==> config.mk <==
export PLATFORM = sky130hd
export DESIGN_NAME = hatch_stage_ctrl_flat
export DESIGN_NICKNAME = d
export VERILOG_FILES = /design/src/rtl/hatch_pkg.sv /design/src/rtl/hatch_stage_ctrl_if.sv /design/src/rtl/hatch_stage_ctrl_in_sync.sv /design/src/rtl/hatch_stage_ctrl.sv /design/src/flat_wrapper.sv
export SDC_FILE = /design/constraint.sdc
export NUM_CORES = 1
export LEC_CHECK = 0
export ABC_AREA = 0
export BUFFER_PORTS_ARGS = -buffer_cell sky130_fd_sc_hd__buf_2
export CORE_MARGIN = 2
export CORE_UTILIZATION = 60
export DETAILED_ROUTE_END_ITERATION = 16
export PLACE_DENSITY = 0.79
export SYNTH_ARGS = -nofsm -noshare
export SYNTH_HDL_FRONTEND = slang
export SYNTH_SLANG_ARGS = --single-unit
==> constraint.sdc <==
create_clock -name clk -period 2.9 [get_ports clk]
set_clock_uncertainty 0.2 [all_clocks]
set_input_delay 0.58 -clock clk [delete_from_list [all_inputs] [get_ports clk]]
set_output_delay 0.58 -clock clk [all_outputs]
set_load 0.05 [all_outputs]
==> src/rtl/hatch_pkg.sv <==
// Shared types and constants for the hatch-stage sequencer.
package hatch_pkg;

    typedef enum logic [2:0] {
        IDLE,
        INCUBATE,
        COOL,
        HATCHED,
        DEAD
    } state_e;

    localparam int unsigned      NUM_W           = 4;
    localparam logic [NUM_W-1:0] DEAD_CODE       = 4'd15;
    localparam int unsigned      LAST_STAGE_DFLT = 11;

    // Counter width for a count of 0..limit-1, never narrower than one bit.
    function automatic int unsigned cnt_w(input int unsigned limit);
        return (limit > 1) ? $clog2(limit) : 1;
    endfunction

endpackage

==> src/rtl/hatch_stage_ctrl_if.sv <==
// Button/sensor inputs and display-driver outputs of the hatch-stage sequencer.
interface hatch_stage_ctrl_if;
    import hatch_pkg::*;

    logic             start;
    logic             abort;
    logic             temp_in;
    logic [NUM_W-1:0] num;
    logic             run;
    logic             warm;
    logic             hatched;
    logic             dead;

    modport master (
        output start, abort, temp_in,
        input  num, run, warm, hatched, dead
    );

    modport slave (
        input  start, abort, temp_in,
        output num, run, warm, hatched, dead
    );
endinterface

==> src/rtl/hatch_stage_ctrl_in_sync.sv <==
// Two-flop synchroniser for an asynchronous level, plus a one-cycle rising-edge pulse.
module in_sync (
    input  logic clk,
    input  logic rst_n,
    input  logic i_d,
    output logic o_lvl,
    output logic o_rise
);
    logic r_meta;
    logic r_sync;
    logic r_prev;

    always_ff @(posedge clk or negedge rst_n) begin
        if (!rst_n) begin
            r_meta <= 1'b0;
            r_sync <= 1'b0;
            r_prev <= 1'b0;
        end else begin
            r_meta <= i_d;
            r_sync <= r_meta;
            r_prev <= r_sync;
        end
    end

    // Pulse is decoded from flops so the FSM acts on the third edge after the input rises.
    assign o_lvl  = r_sync;
    assign o_rise = r_sync & ~r_prev;
endmodule

==> src/rtl/hatch_stage_ctrl.sv <==
// Incubation sequencer: advances the hatch stage while warm, pauses while cold,
// and declares the egg dead after a sustained cold spell.
module hatch_stage_ctrl
    import hatch_pkg::*;
#(
    parameter int unsigned STAGE_CYC  = 3000,
    parameter int unsigned COLD_LIMIT = 5000,
    parameter int unsigned LAST_STAGE = LAST_STAGE_DFLT
) (
    input logic              clk,
    input logic              rst_n,
    hatch_stage_ctrl_if.slave bus
);
    localparam int unsigned      SW        = cnt_w(STAGE_CYC);
    localparam int unsigned      CW        = cnt_w(COLD_LIMIT);
    localparam logic [SW-1:0]    STAGE_TOP = SW'(STAGE_CYC - 1);
    localparam logic [CW-1:0]    COLD_TOP  = CW'(COLD_LIMIT - 1);
    localparam logic [NUM_W-1:0] NUM_LAST  = NUM_W'(LAST_STAGE);

    logic w_start_p;
    logic w_abort_p;
    logic w_warm;
    logic w_start_lvl;
    logic w_abort_lvl;
    logic w_temp_rise;
    logic w_unused;

    in_sync u_sync_start (.clk(clk), .rst_n(rst_n), .i_d(bus.start),   .o_lvl(w_start_lvl), .o_rise(w_start_p));
    in_sync u_sync_abort (.clk(clk), .rst_n(rst_n), .i_d(bus.abort),   .o_lvl(w_abort_lvl), .o_rise(w_abort_p));
    in_sync u_sync_temp  (.clk(clk), .rst_n(rst_n), .i_d(bus.temp_in), .o_lvl(w_warm),      .o_rise(w_temp_rise));

    assign w_unused = &{1'b0, w_start_lvl, w_abort_lvl, w_temp_rise};

    state_e           r_state,     w_state_nxt;
    logic [NUM_W-1:0] r_num,       w_num_nxt;
    logic             r_run,       w_run_nxt;
    logic             r_hatched,   w_hatched_nxt;
    logic             r_dead,      w_dead_nxt;
    logic [SW-1:0]    r_stage_cnt, w_stage_nxt;
    logic [CW-1:0]    r_cold_cnt,  w_cold_nxt;
    logic [NUM_W-1:0] w_num_inc;

    assign w_num_inc = r_num + NUM_W'(1);

    always_ff @(posedge clk or negedge rst_n) begin
        if (!rst_n) begin
            r_state     <= IDLE;
            r_num       <= '0;
            r_run       <= 1'b0;
            r_hatched   <= 1'b0;
            r_dead      <= 1'b0;
            r_stage_cnt <= '0;
            r_cold_cnt  <= '0;
        end else begin
            r_state     <= w_state_nxt;
            r_num       <= w_num_nxt;
            r_run       <= w_run_nxt;
            r_hatched   <= w_hatched_nxt;
            r_dead      <= w_dead_nxt;
            r_stage_cnt <= w_stage_nxt;
            r_cold_cnt  <= w_cold_nxt;
        end
    end

    // Next state and next register values; abort overrides every state.
    always_comb begin
        w_state_nxt   = r_state;
        w_num_nxt     = r_num;
        w_run_nxt     = r_run;
        w_hatched_nxt = r_hatched;
        w_dead_nxt    = r_dead;
        w_stage_nxt   = r_stage_cnt;
        w_cold_nxt    = r_cold_cnt;

        if (w_abort_p) begin
            w_state_nxt   = IDLE;
            w_num_nxt     = '0;
            w_run_nxt     = 1'b0;
            w_hatched_nxt = 1'b0;
            w_dead_nxt    = 1'b0;
            w_stage_nxt   = '0;
            w_cold_nxt    = '0;
        end else begin
            case (r_state)
                IDLE, HATCHED, DEAD: begin
                    if (w_start_p) begin
                        w_state_nxt   = INCUBATE;
                        w_num_nxt     = '0;
                        w_run_nxt     = 1'b1;
                        w_hatched_nxt = 1'b0;
                        w_dead_nxt    = 1'b0;
                        w_stage_nxt   = '0;
                        w_cold_nxt    = '0;
                    end
                end
                INCUBATE, COOL: begin
                    // Every warm cycle of a run advances the stage, including the one leaving COOL.
                    if (w_warm) begin
                        w_state_nxt = INCUBATE;
                        w_cold_nxt  = '0;
                        if (r_stage_cnt == STAGE_TOP) begin
                            w_stage_nxt = '0;
                            w_num_nxt   = w_num_inc;
                            if (w_num_inc == NUM_LAST) begin
                                w_state_nxt   = HATCHED;
                                w_hatched_nxt = 1'b1;
                            end
                        end else begin
                            w_stage_nxt = r_stage_cnt + SW'(1);
                        end
                    end else if (r_state == INCUBATE) begin
                        w_state_nxt = COOL;
                        w_cold_nxt  = CW'(1);
                    end else if (r_cold_cnt == COLD_TOP) begin
                        w_state_nxt = DEAD;
                        w_num_nxt   = DEAD_CODE;
                        w_dead_nxt  = 1'b1;
                    end else begin
                        w_cold_nxt = r_cold_cnt + CW'(1);
                    end
                end
                default: begin
                    w_state_nxt = IDLE;
                end
            endcase
        end
    end

    assign bus.num     = r_num;
    assign bus.run     = r_run;
    assign bus.warm    = w_warm;
    assign bus.hatched = r_hatched;
    assign bus.dead    = r_dead;
endmodule

==> src/flat_wrapper.sv <==
// flat-port wrapper written by rule: the top's interface ports become plain ports
module hatch_stage_ctrl_flat import hatch_pkg::*;
#(
    parameter int unsigned STAGE_CYC  = 3000,
    parameter int unsigned COLD_LIMIT = 5000,
    parameter int unsigned LAST_STAGE = LAST_STAGE_DFLT
)
  (clk, rst_n, bus_start, bus_abort, bus_temp_in, bus_num, bus_run, bus_warm, bus_hatched, bus_dead);
  hatch_stage_ctrl_if bus_i ();
  input logic clk;
  input logic rst_n;
  input wire logic [$bits(bus_i.start)-1:0] bus_start;
  input wire logic [$bits(bus_i.abort)-1:0] bus_abort;
  input wire logic [$bits(bus_i.temp_in)-1:0] bus_temp_in;
  output wire logic [$bits(bus_i.num)-1:0] bus_num;
  output wire logic [$bits(bus_i.run)-1:0] bus_run;
  output wire logic [$bits(bus_i.warm)-1:0] bus_warm;
  output wire logic [$bits(bus_i.hatched)-1:0] bus_hatched;
  output wire logic [$bits(bus_i.dead)-1:0] bus_dead;
  assign bus_i.start = bus_start;
  assign bus_i.abort = bus_abort;
  assign bus_i.temp_in = bus_temp_in;
  assign bus_num = bus_i.num;
  assign bus_run = bus_i.run;
  assign bus_warm = bus_i.warm;
  assign bus_hatched = bus_i.hatched;
  assign bus_dead = bus_i.dead;
  hatch_stage_ctrl #(.STAGE_CYC(STAGE_CYC), .COLD_LIMIT(COLD_LIMIT), .LAST_STAGE(LAST_STAGE)) u_core (.clk(clk), .rst_n(rst_n), .bus(bus_i));
endmodule
Yosys cells after proc, flatten, opt, wreduce, memory -nomap -nowiden. Index checks and enable logic that the tools add are counted.

Flip-flop bits (word level): 43. Input port bits: 5. Output and inout port bits: 8.

Add/sub/neg operators: 3. Equality and inequality tests: 19. Mux-type cells: 40. Bitwise operators: 4. Reduce and logical (&&, ||, !) cells: 13.

Operator list (number): two-way mux 13 bit (5); two-way mux 12 bit (4); one-hot mux 13 bit (2 select lines) (1); two-way mux 4 bit (6); one-hot mux 12 bit (2 select lines) (1); two-way mux 3 bit (6); AND reduction 5 bit (3); adder 13 x 1 -> 13 bit (second input constant) (1); == test 13 bit (second input constant) (1); adder 12 x 1 -> 12 bit (second input constant) (1); == test 12 bit (second input constant) (1); two-way mux 1 bit (12); != test 3 bit (second input constant) (4); != test 3 x 2 -> 1 bit (second input constant) (3); != test 4 x 3 -> 1 bit (second input constant) (2); one-hot mux 4 bit (2 select lines) (1); == test 3 x 2 -> 1 bit (second input constant) (2); one-hot mux 3 bit (2 select lines) (1); AND reduction 3 bit (2); != test 5 x 3 -> 1 bit (second input constant) (1); != test 5 x 4 -> 1 bit (second input constant) (1); adder 4 x 1 -> 4 bit (second input constant) (1); == test 4 bit (second input constant) (1); != test 4 bit (second input constant) (1); 12 further kinds (17).

Depth between registers and ports, before layout.
Word-level depth: 7. Depth in mapped cells: 7. Gate-level depth less buffers: 6.

Cells and area by module. A second synthesis with hierarchy kept.

Cell total of the unflattened synthesis: 230. Area, all modules: 2292.2 um^2.

Modules (own cells, without submodules): hatch_stage_ctrl (times used 1, cells each 218, area an instance 2025.7 um^2, seq. area each 875.8 um^2); in_sync (times used 3, cells each 4, area an instance 88.8 um^2, seq. area each 75.1 um^2).

Worst setup path after synthesis. OpenSTA, ideal clock, no wires.

Path kind: reg-to-reg. Start point: register u_core.r_cold_cnt[5]. End point: register u_core.r_num[1] (netlist: u_core.bus.num[1]). Library setup time: 0.125 ns. Arrival time: 2.063 ns. Slack: 0.512 ns. Stages on the path, launching flop included: 6. Buffers on the path: 0. Clock period less this slack: 2.388 ns. Path through: dfrtp_1 or4_4 nor4_4 nand2_1 a211o_1 mux2_4.

Word-level cells in the longest chain between the ends: 3.

Ends and longest elaborated chain: from (decl) (line hatch_stage_ctrl.sv:40) `logic [CW-1:0] r_cold_cnt, w_cold_nxt;`; from (signal assigned) (line hatch_stage_ctrl.sv:61) `r_cold_cnt <= w_cold_nxt;`; == test 13 bit (line hatch_stage_ctrl.sv:114) `end else if (r_cold_cnt == COLD_TOP) begin`; != test 4 x 3 -> 1 bit (no line); AND reduction 5 bit (no line); to (signal assigned) (line hatch_stage_ctrl.sv:56) `r_num <= w_num_nxt;`; to (decl) (line hatch_stage_ctrl.sv:35) `logic [NUM_W-1:0] r_num, w_num_nxt;`.

No other way between the ends. A chain may end at the register's enable or synchronous reset.

Final worst setup path.
Start point: register u_core.r_stage_cnt[6]. End point: register u_core.r_num[1] (netlist: u_core.bus.num[1]).

Word-level cells in the longest chain between the ends: 3.

Ends and longest elaborated chain: from (decl) (line hatch_stage_ctrl.sv:39) `logic [SW-1:0] r_stage_cnt, w_stage_nxt;`; from (signal assigned) (line hatch_stage_ctrl.sv:60) `r_stage_cnt <= w_stage_nxt;`; == test 12 bit (line hatch_stage_ctrl.sv:101) `if (r_stage_cnt == STAGE_TOP) begin`; != test 4 x 3 -> 1 bit (no line); AND reduction 5 bit (no line).

No other way between the ends.

==> out/results.txt <==
clock tree from TritonCTS: yes
violation count after the first detailed-routing iteration: 235
Power Total: 1.899 mW
Placeable Area: 3689 µm²
endpoint required time on the critical path: 2890 ps
clk_lat worst skew: 300 ps
startpoint type of the worst setup path: register
post-route DRC violation count: 0
average instance area after synthesis: 8.985 µm²
Commonest cells post-synth: sky130_fd_sc_hd__dfrtp_1, sky130_fd_sc_hd__nand2_1, sky130_fd_sc_hd__o21ai_0
number of setup violations in the final report: 0
cell count of the worst reg-to-reg path: 5
largest net degree at the start of global routing: 44
Max-Slew Margin vs Limit: 0.3902
cell count of the worst hold path: 0
type of the worst setup path: reg2reg
H-tree levels: 2
leakage power figure: 1.063 nW
Critical Path End Type: register
Worst EP arrival: 2450 ps
largest voltage drop on the vdd net: 0.5818 mV
Area growth syn-to-layout: 9.909%
DP HPWL: 3.411 mm
Sequential Area: 1076 µm²
setup fix buffers added after clock tree synthesis: 0
final critical-path required period: 2459 ps
post-synthesis cell count: 260
top cell type's share of synthesized area: 0.4606
pre-CTS setup slack: 476.5 ps
worst-case clock buffer depth: 2
count of cell types in the netlist: 53
EDFF count, synth: 0
via count: 2052
die area: 4408 µm²
number of iterations in the first detailed-routing pass: 5
result of the run: completed
routed vias/inst: 6.314
number of buffers created by CTS: 5
number of slew-limit violations in the final report: 0
first-pass GRT wire length: 8.852 mm
cts-stage hold buffer count: 0
average wire per cell in the routed design: 15.63 µm
netlist area before placement: 2336 µm²
final instance area: 2567 µm²
cts repair resizes: 0
number of antenna repair diodes: 0
clock root buffer master: sky130_fd_sc_hd__clkbuf_8
most area-consuming cells after synthesis: sky130_fd_sc_hd__dfrtp_1, sky130_fd_sc_hd__o21ai_0, sky130_fd_sc_hd__nand2_1
Nets: 285
biggest area consumer among synthesized cells: sky130_fd_sc_hd__dfrtp_1
Worst Hold Class: reg2reg
cell with the most instances after synthesis: sky130_fd_sc_hd__dfrtp_1
number of hold violations in the final report: 0
register bit total from synthesis: 43
Worst Hold Slack: 155.8 ps
weighted congestion reported at the end of routability-driven placement: 0.9065
prevailing post-synth register cell: sky130_fd_sc_hd__dfrtp_1
area of combinational cells with multiple inputs: 1174 µm²
Setup WS post-layout: 441.0 ps
largest fanout on the critical path: 8
die width: 66.40 µm
std cell rows: 22
slew at the pin with the worst max-slew slack: 914.7 ps
crit share post-route: 0.8479
count of fill cells added during filler insertion: 285
clock transition at the registers of the reported paths: 90 ps
RSZ-0062 raised after global routing: false
clk sink count: 43
yosys warns: 0
post-detailed-placement cell area: 2464 µm²
asr flop ratio synth: 1.000
Initial Util: 0.6333
# Max-Cap Violations: 0
overall die height: 66.40 µm
number of I/O pins: 13
number of global-route vias before repair: 1985
number of antenna violations at the first check in global routing: 0
total wire length: 5.080 mm
share of layout cells above drive strength 1: 0.1264
final antenna-violating net count: 0
Setup Total Neg Slack: 0 ps
overflow left after global routing: 0
Overall Global Routing Usage: 0.2635
PD cells: 739.7 nW/µm²
port bufs: 12
nets in the synthesized netlist: 269
upper clock frequency limit: 406.7 MHz
share of the yosys chip area belonging to registers: 0.4606
kinds of logic after synthesis:
group                      Yosys count  share of synthesized area
AOI/OAI and AO/OA                   79                     0.2148
xor gates and xnor gates             2                   0.007500
adders and majority gates            4                    0.02143
buffers and inverters               21                    0.03696
DFF                                 43                     0.4606
muxes                                2                    0.01071
and+or+nand+nor                    109                     0.2480
placed cells by master (no fill, tap or decap), types with 5 or more instances in the layout:
cell type	n
sky130_fd_sc_hd__buf_2	12
sky130_fd_sc_hd__nand2_1	29
sky130_fd_sc_hd__nor3_1	10
sky130_fd_sc_hd__nor2_1	22
sky130_fd_sc_hd__o31ai_1	5
sky130_fd_sc_hd__clkbuf_8	7
sky130_fd_sc_hd__buf_4	7
sky130_fd_sc_hd__a21oi_1	15
sky130_fd_sc_hd__nand3_1	10
sky130_fd_sc_hd__dfrtp_1	43
sky130_fd_sc_hd__nand4_1	8
sky130_fd_sc_hd__o21ai_0	25
sky130_fd_sc_hd__inv_1	11
sky130_fd_sc_hd__nand2b_1	7
sky130_fd_sc_hd__a31oi_1	10
cell type report:
cell class / count / share of cell area
clock buffer: 7 / 0.03752
sequential: 43 / 0.4191
inverter: 11 / 0.01608
tap: 48 / 0.02339
clock inverter: 1 / 0.002924
multi-input combinational: 196 / 0.4571
timing repair buffer: 19 / 0.04386
critical path, stage by stage (launching register included):
cell and delay, ps:
sky130_fd_sc_hd__dfrtp_1 460, sky130_fd_sc_hd__or4b_1 570, sky130_fd_sc_hd__nor4_2 310, sky130_fd_sc_hd__nor2_1 180, sky130_fd_sc_hd__a211o_1 320, sky130_fd_sc_hd__mux2_4 310
final timing paths:
path | start | end | slack (ps)
max in group asynchronous | rst_n | u_core.bus.hatched$_DFFE_PN0P_ | 1720
hold reg to reg | u_core.u_sync_start.r_meta$_DFF_PN0_ | u_core.u_sync_start.o_lvl$_DFF_PN0_ | 160
setup reg to reg | u_core.r_stage_cnt[6]$_DFFE_PN0P_ | u_core.bus.num[1]$_DFFE_PN0P_ | 440
min in group asynchronous | rst_n | u_core.r_cold_cnt[11]$_DFFE_PN0P_ | 210
setup / recovery | u_core.r_stage_cnt[6]$_DFFE_PN0P_ | u_core.bus.num[1]$_DFFE_PN0P_ | 440
hold / removal | u_core.u_sync_start.r_meta$_DFF_PN0_ | u_core.u_sync_start.o_lvl$_DFF_PN0_ | 160
power by group:
part	switching [mW]	internal, mW
Clock	0.207	0.217
Combinational	0.476	0.250
Sequential	0.0891	0.660
state kept, by name, indices dropped and copies added, names as in the netlist:
name	cells
u_core.u_sync_abort.r_meta	1
u_core.u_sync_abort.o_lvl	1
u_core.r_state	3
u_core.u_sync_start.r_meta	1
u_core.bus.run	1
u_core.r_stage_cnt	12
u_core.bus.num	4
u_core.u_sync_temp.r_meta	1
u_core.r_cold_cnt	13
u_core.u_sync_start.o_lvl	1
u_core.bus.hatched	1
u_core.u_sync_temp.o_lvl	1
u_core.u_sync_start.r_prev	1
u_core.bus.dead	1
u_core.u_sync_abort.r_prev	1
per-stage QoR:
step / util / cells
after floorplan: - / 260
after CTS: 0.6961 / 325
final: 0.6961 / 325
after global placement: 0.6679 / 317
after global routing: 0.6961 / 325
after detailed placement: 0.6679 / 317
per-layer routing:
metal	track usage	wire (µm)	vias up	part of all wire
li1	-	-	999	-
met1	0.3522	2298	980	0.45
met2	0.4163	2475	66	0.49
met3	0.05622	234	7	0.046
met4	0.1071	72	0	0.014
met5	0	0	-	0
Power figures use the tool's default switching activity.
